File: src/rtl/priority_code_serializer.sv
// Sequential 12-to-4 priority encoder: accepts a request vector and emits the code
// of every set bit, highest first, one per handshake, with second-code lookahead.
module priority_code_serializer (
  input  logic        clk,
  input  logic        reset,
  input  logic        in_valid,
  output logic        in_ready,
  input  logic [11:0] req,
  output logic        out_valid,
  input  logic        out_ready,
  output logic [3:0]  code,
  output logic [3:0]  next_code,
  output logic        last
);

  // state | meaning
  // IDLE  | waiting for a request vector, in_ready=1
  // SCAN  | emitting codes of pend, out_valid=1
  typedef enum logic {IDLE = 1'b0, SCAN = 1'b1} state_t;

  state_t      state, state_nxt;
  logic [11:0] pend, pend_nxt;
  logic        empty_flag, empty_nxt;

  logic [3:0]  top_code;
  logic [11:0] pend_rest;
  logic [3:0]  second_code;

  function automatic logic [3:0] highest_code(input logic [11:0] v);
    logic [3:0] c;
    c = 4'd0;
    for (int i = 0; i < 12; i++) begin
      if (v[i]) c = 4'(i + 1);
    end
    return c;
  endfunction

  // Pending bits after dropping the one that is currently presented.
  always_comb begin
    top_code  = highest_code(pend);
    pend_rest = pend;
    for (int i = 0; i < 12; i++) begin
      if (top_code == 4'(i + 1)) pend_rest[i] = 1'b0;
    end
    second_code = highest_code(pend_rest);
  end

  always_ff @(posedge clk or posedge reset) begin
    if (reset) begin
      state      <= IDLE;
      pend       <= 12'd0;
      empty_flag <= 1'b0;
    end else begin
      state      <= state_nxt;
      pend       <= pend_nxt;
      empty_flag <= empty_nxt;
    end
  end

  always_comb begin
    state_nxt = state;
    pend_nxt  = pend;
    empty_nxt = empty_flag;
    case (state)
      IDLE: begin
        if (in_valid) begin
          pend_nxt  = req;
          empty_nxt = (req == 12'd0);
          state_nxt = SCAN;
        end
      end
      SCAN: begin
        if (out_ready) begin
          if (pend_rest == 12'd0) begin
            state_nxt = IDLE;
            pend_nxt  = 12'd0;
            empty_nxt = 1'b0;
          end else begin
            pend_nxt = pend_rest;
          end
        end
      end
      default: state_nxt = IDLE;
    endcase
  end

  always_comb begin
    in_ready  = 1'b0;
    out_valid = 1'b0;
    code      = 4'd0;
    next_code = 4'd0;
    last      = 1'b0;
    case (state)
      IDLE: in_ready = 1'b1;
      SCAN: begin
        out_valid = 1'b1;
        code      = empty_flag ? 4'd0 : top_code;
        next_code = second_code;
        last      = (pend_rest == 12'd0);
      end
      default: in_ready = 1'b0;
    endcase
  end

endmodule

File: config.mk
export PLATFORM = sky130hd
export DESIGN_NAME = priority_code_serializer
export DESIGN_NICKNAME = d
export VERILOG_FILES = /design/src/rtl/priority_code_serializer.sv
export SDC_FILE = /design/constraint.sdc
export NUM_CORES = 1
export LEC_CHECK = 0
export CAP_MARGIN = 10
export CORE_UTILIZATION = 45
export DETAILED_ROUTE_END_ITERATION = 10
export GPL_TIMING_DRIVEN = 0
export PLACE_DENSITY = 0.79
export RECOVER_POWER = 100
export SLEW_MARGIN = 30
export SYNTH_ARGS = -nofsm -noshare
export SYNTH_HDL_FRONTEND = slang
export SYNTH_SLANG_ARGS = --single-unit
File: constraint.sdc
create_clock -name clk -period 6.1 [get_ports clk]
set_input_delay 1.525 -clock clk [delete_from_list [all_inputs] [get_ports clk]]
set_output_delay 1.525 -clock clk [all_outputs]
set_load 0.02 [all_outputs]
== Word level (Yosys, flattened, before mapping) ==
Index checks and enable logic that the tools add are counted.
Cells by class
  bitwise operators: 1
  reductions and logical operators: 4
  equal/unequal tests: 15
  multiplexer cells: 54
Operators with widths (number)
  $mux 4: 25
  $mux 12: 3
  $logic_not 12->1: 2
  $pmux 12 s2: 1
  $mux 1: 23
  $eq 4x4->1 const B: 5
  $eq 4x3->1 const B: 4
  $eq 4x2->1 const B: 2
  $eq 4x1->1 const B: 1
  $ne 2x2->1 const B: 2
  $pmux 1 s2: 2
  $reduce_and 3->1: 1
  $ne 2x1->1 const B: 1
  $reduce_and 2->1: 1
  $not 1->1: 1
Storage, ports and cells
  register bits: 14
  bits of input ports: 16
  output and inout bits: 11
  word-level logic and storage cells: 77

== Longest topological paths before layout ==
  depth after elaboration: 27
  mapped depth: 8
  mapped depth without buffers: 6

== Worst setup path before layout ==
No wires, ideal clock.
  kind: reg2out
  start point: register pend[5]
  end point: output last
  path buffers: 2
  data required time: 4575 ps
  stages on the path, launching flop included: 7
  arrival time: 2407 ps
  setup slack: 2168 ps
  cell sequence: dfrtp_1 > buf_6 > or4_1 > or3_1 > buf_2 > maj3_2 > nor4_1
Between the ends
  longest elaborated chain between the ends: 11
  elaborated cells between the ends (all ways): 33
  classes of those cells: eq/ne: 12; mux: 20; reduce/logical: 1
RTL lines
  from (decl): line 22  | logic [11:0] pend, pend_nxt;
  from (signal assigned): line 55  | pend <= pend_nxt;
  $mux 4 (7 in series): line 33  | if (v[i]) c = 4'(i + 1);
  $eq 4x1->1 (tied with other cells): line 43  | if (top_code == 4'(i + 1)) pend_rest[i] = 1'b0;
  $mux 1: line 43
  $logic_not 12->1 *: line 99  | last = (pend_rest == 12'd0);
  $mux 1 *: line 93  | case (state)
  to (decl): line 13  | output logic last
Mark *: on every way between the ends. The rest lies on a longest branch, timed or not.

== Worst setup path after layout ==
  start point: register pend[6]
  end point: output next_code[0]
Between the ends
  longest elaborated chain between the ends: 21
  elaborated cells between the ends (all ways): 43
  classes of those cells: eq/ne: 12; mux: 31
RTL lines
  $mux 4 (6 in series): line 33
  $eq 4x1->1: line 43
  $mux 1: line 43
  $mux 1: line 33
  $mux 4 (10 in series): line 33
  $mux 4 *: line 33
  $mux 4 *: line 93
  to (decl): line 12  | output logic [3:0] next_code,
Marked as above.

==> impl_results.md <==
* Status: finished clean
* Top-area cell type share of the netlist area at 28.6%
* Period Utilization, post-route at 76.8%
* CTS tree: done
* CTS Sinks at 14
* RSZ-0062 raised after global routing: no
* Slowest stage cell, crit path: dlygate4sd3_1
* Area of the multi-input gates at 788 sq um
* Worst Skew at 0.00285 ns
* Peak VDD IR at 379 uV
* Critical Path RT at 4.58 ns
* Area contributors post-synth: dfrtp_1 (29%), o21ai_0 (7.0%), nor2_1 (5.5%)
* Die Y-Extent at 54.1 um
* Largest net degree at the start of global routing at 15
* Fillers at 251
* Max Clock Freq at 213 MHz
* Chip Width at 54.1 um
* Yosys warnings at 0
* Total CTS buffers at 3
* Post-synth top area cell: dfrtp_1
* Cts hold-fix bufs at 0
* # Post-CTS Setup Buffers at 0
* Initial core utilization at 48.5%
* Worst-path cell chain: clkbuf_1 > or4_1 > or3_1 > buf_2 > a21oi_1 > a211oi_1 > o21ai_0 > a21oi_1 > dlygate4sd3_1
* Register area share after synthesis at 28.6%
* Slew @ Worst Pin at 0.581 ns
* Max cap viols at 0
* Die area at 2930 sq um
* Share of cells above drive strength 1 at 6.74%
* Seq cells post-synth at 14
* Routed length per placed instance at 17.8 um
* Root buf cell: clkbuf_4
* Hold WC Path Type: flop to flop
* Worst path bufs/invs at 3
* Total GRT Usage at 30.7%
* Crit path max fanout at 10
* Remaining Overflow, GRT at 0
* Residual DRC at 0
* Post-synth EDFFs at 0
* CP Launch Type: flop
* Port Buf Inserts at 25
* Fin. max-slew vios at 0
* Final Hold Fails at 0
* Final setup TNS at 0 ns
* Clk buf depth at 2
* Setup Viol. Count Final at 0
* Cts repair resizes at 0
* Crit-path leading delay family: buffers and inverters
* Detailed Routing Iterations Pass 1 at 4
* Dpl hpwl at 2.98 mm
* Critical Setup Path Class: flop to output pin
* Period minus WS final at 4.69 ns
* Final Util at 61.3%
* Worst setup EP type: output pin
* Clk_lat worst skew at 0.29 ns
* Syn avg cell area at 7.46 sq um
* Gate Count Post-Synth at 164
* Diodes inserted at 0
* Crit path DAT at 3.16 ns
* Post-Syn Area at 1220 sq um
* Top cells by count, synth: nor2_1 (18), o21ai_0 (17), dfrtp_1 (14)
* Top_reg_cell synth: dfrtp_1
* Area grow syn2layout at 26.4%
* Vias per Instance at 6.47
* Synth unique cells at 41
* Synth Net Count at 180
* Nets at 210
* Pleak at 0.672 nW
* Core Box Area at 2520 sq um
* Worst slew margin at 61.2%
* DRT Wirelength at 3.96 mm
* Power per cell area at 660 nW/um^2
* # H-tree levels at 1
* Initial antenna violation count at 0
* Routability cong. at 0.876
* Antenna viol nets, final at 0
* Most frequent cell after synthesis: nor2_1
* First-pass GRT wire length at 6.38 mm
* Clock Pin Slew Worst Setup and Hold Paths at 0.09 ns
* Critical Path Most Common Cell: a21oi_1
* I/O pin cnt at 27
* Vias in the first global route at 1380
* Iteration-0 DRC Markers at 64
* Register area at 350 sq um
* FP Rows at 18
* Worst stage delay on the critical path at 0.66 ns
* Async S/R FF share, synth at 100%
* Vias at 1443
worst reg2reg max path: stages (launching register included):
cell and delay (ns):
dfrtp_1 0.38, clkbuf_1 0.22, or4_1 0.48, or3_1 0.33, buf_2 0.16, maj3_2 0.34, o21bai_1 0.17, nor4_2 0.24
a21oi_1 0.08
registers in the layout, indices dropped and copies added (netlist names):
| name | count |
|---|---|
| pend | 12 |
| state | 1 |
| empty_flag | 1 |
metal layers:
layer	up-vias	global-route usage (%)	share of wire, %
met5	-	0	0
li1	662	-	-
met1	675	40.0	42
met4	0	16.2	3.3
met3	17	3.67	6.5
met2	89	49.2	49
placed cells by master (no fill, tap or decap), drive strengths merged, types with 2 or more instances in the layout:
| cell | netlist | layout |
|---|---|---|
| nor2b | 4 | 4 |
| mux2i | 5 | 5 |
| a21oi | 8 | 8 |
| nand2b | 6 | 6 |
| or4 | 3 | 3 |
| nor2 | 18 | 18 |
| o21ai | 19 | 19 |
| nor3 | 3 | 3 |
| a31oi | 2 | 2 |
| o21bai | 2 | 2 |
| clkdlybuf4s50 | 0 | 12 |
| dfrtp | 14 | 14 |
| a211oi | 2 | 2 |
| or2 | 3 | 3 |
| nand2 | 11 | 11 |
| dlygate4sd3 | 0 | 13 |
| o211ai | 6 | 6 |
| clkbuf | 12 | 17 |
| maj3 | 2 | 2 |
| or3 | 4 | 4 |
| o22ai | 3 | 3 |
| a21o | 3 | 3 |
| buf | 3 | 2 |
| a22o | 5 | 5 |
| inv | 5 | 5 |
| nand3 | 4 | 4 |
| nor4 | 6 | 6 |
worst paths after layout:
path                             from            to  slack (ns)  cells after the start
max                           pend[6]  next_code[0]        1.41                      9
min                        empty_flag    empty_flag        0.56                      2
max reg2reg                   pend[6]    empty_flag        3.58                      8
min reg2reg                empty_flag    empty_flag        0.56                      2
max in group asynchronous       reset       pend[3]        4.02                      2
min in group asynchronous       reset       pend[6]        1.71                      2
power breakdown:
group / internal [W] / switching (W)
sequential: 0.000128 / 0.0000369
combinational: 0.000319 / 0.000466
clock: 0.0000364 / 0.0000344
cell families (layout without fill, tap and decap cells):
kind of cell / after synthesis / in the layout / synth area share [%]
adder cells (fa/ha/maj): 2 / 2 / 1.74
XOR/XNOR: 1 / 1 / 0.716
multiplexers: 5 / 5 / 4.09
buffers and inverters: 20 / 49 / 6.95
flip-flops: 14 / 14 / 28.6
AND/OR/NAND/NOR: 65 / 65 / 27.8
AO/OA/AOI/OAI: 57 / 57 / 30.1
per-stage QoR:
| stage | instances | setup WS (ns) | area (sq um) | total power [W] | hold WS (ns) |
|---|---|---|---|---|---|
| 2_1_floorplan | 164 | 2.17 | 1220 | 0.000686 | 0.509 |
| 3_3_place_gp | 219 | 1.88 | 1510 | 0.000939 | 0.525 |
| 3_5_place_dp | 219 | 1.81 | 1510 | 0.000963 | 0.538 |
| 4_1_cts | 223 | 1.49 | 1550 | 0.00104 | 0.554 |
| 5_1_grt | 223 | 1.24 | 1550 | 0.00109 | 0.613 |
| 6_report | 223 | 1.41 | 1550 | 0.00102 | 0.556 |
final cells by class:
| type | instances | area share [%] |
|---|---|---|
| Multi-Input combinational cell | 130 | 51.0 |
| Sequential cell | 14 | 22.7 |
| Timing Repair Buffer | 25 | 16.2 |
| Buffer | 15 | 4.21 |
| Tap cell | 30 | 2.43 |
| Clock buffer | 4 | 2.35 |
| Inverter | 5 | 1.21 |
Note: power is estimated with default switching activity, not from simulation.
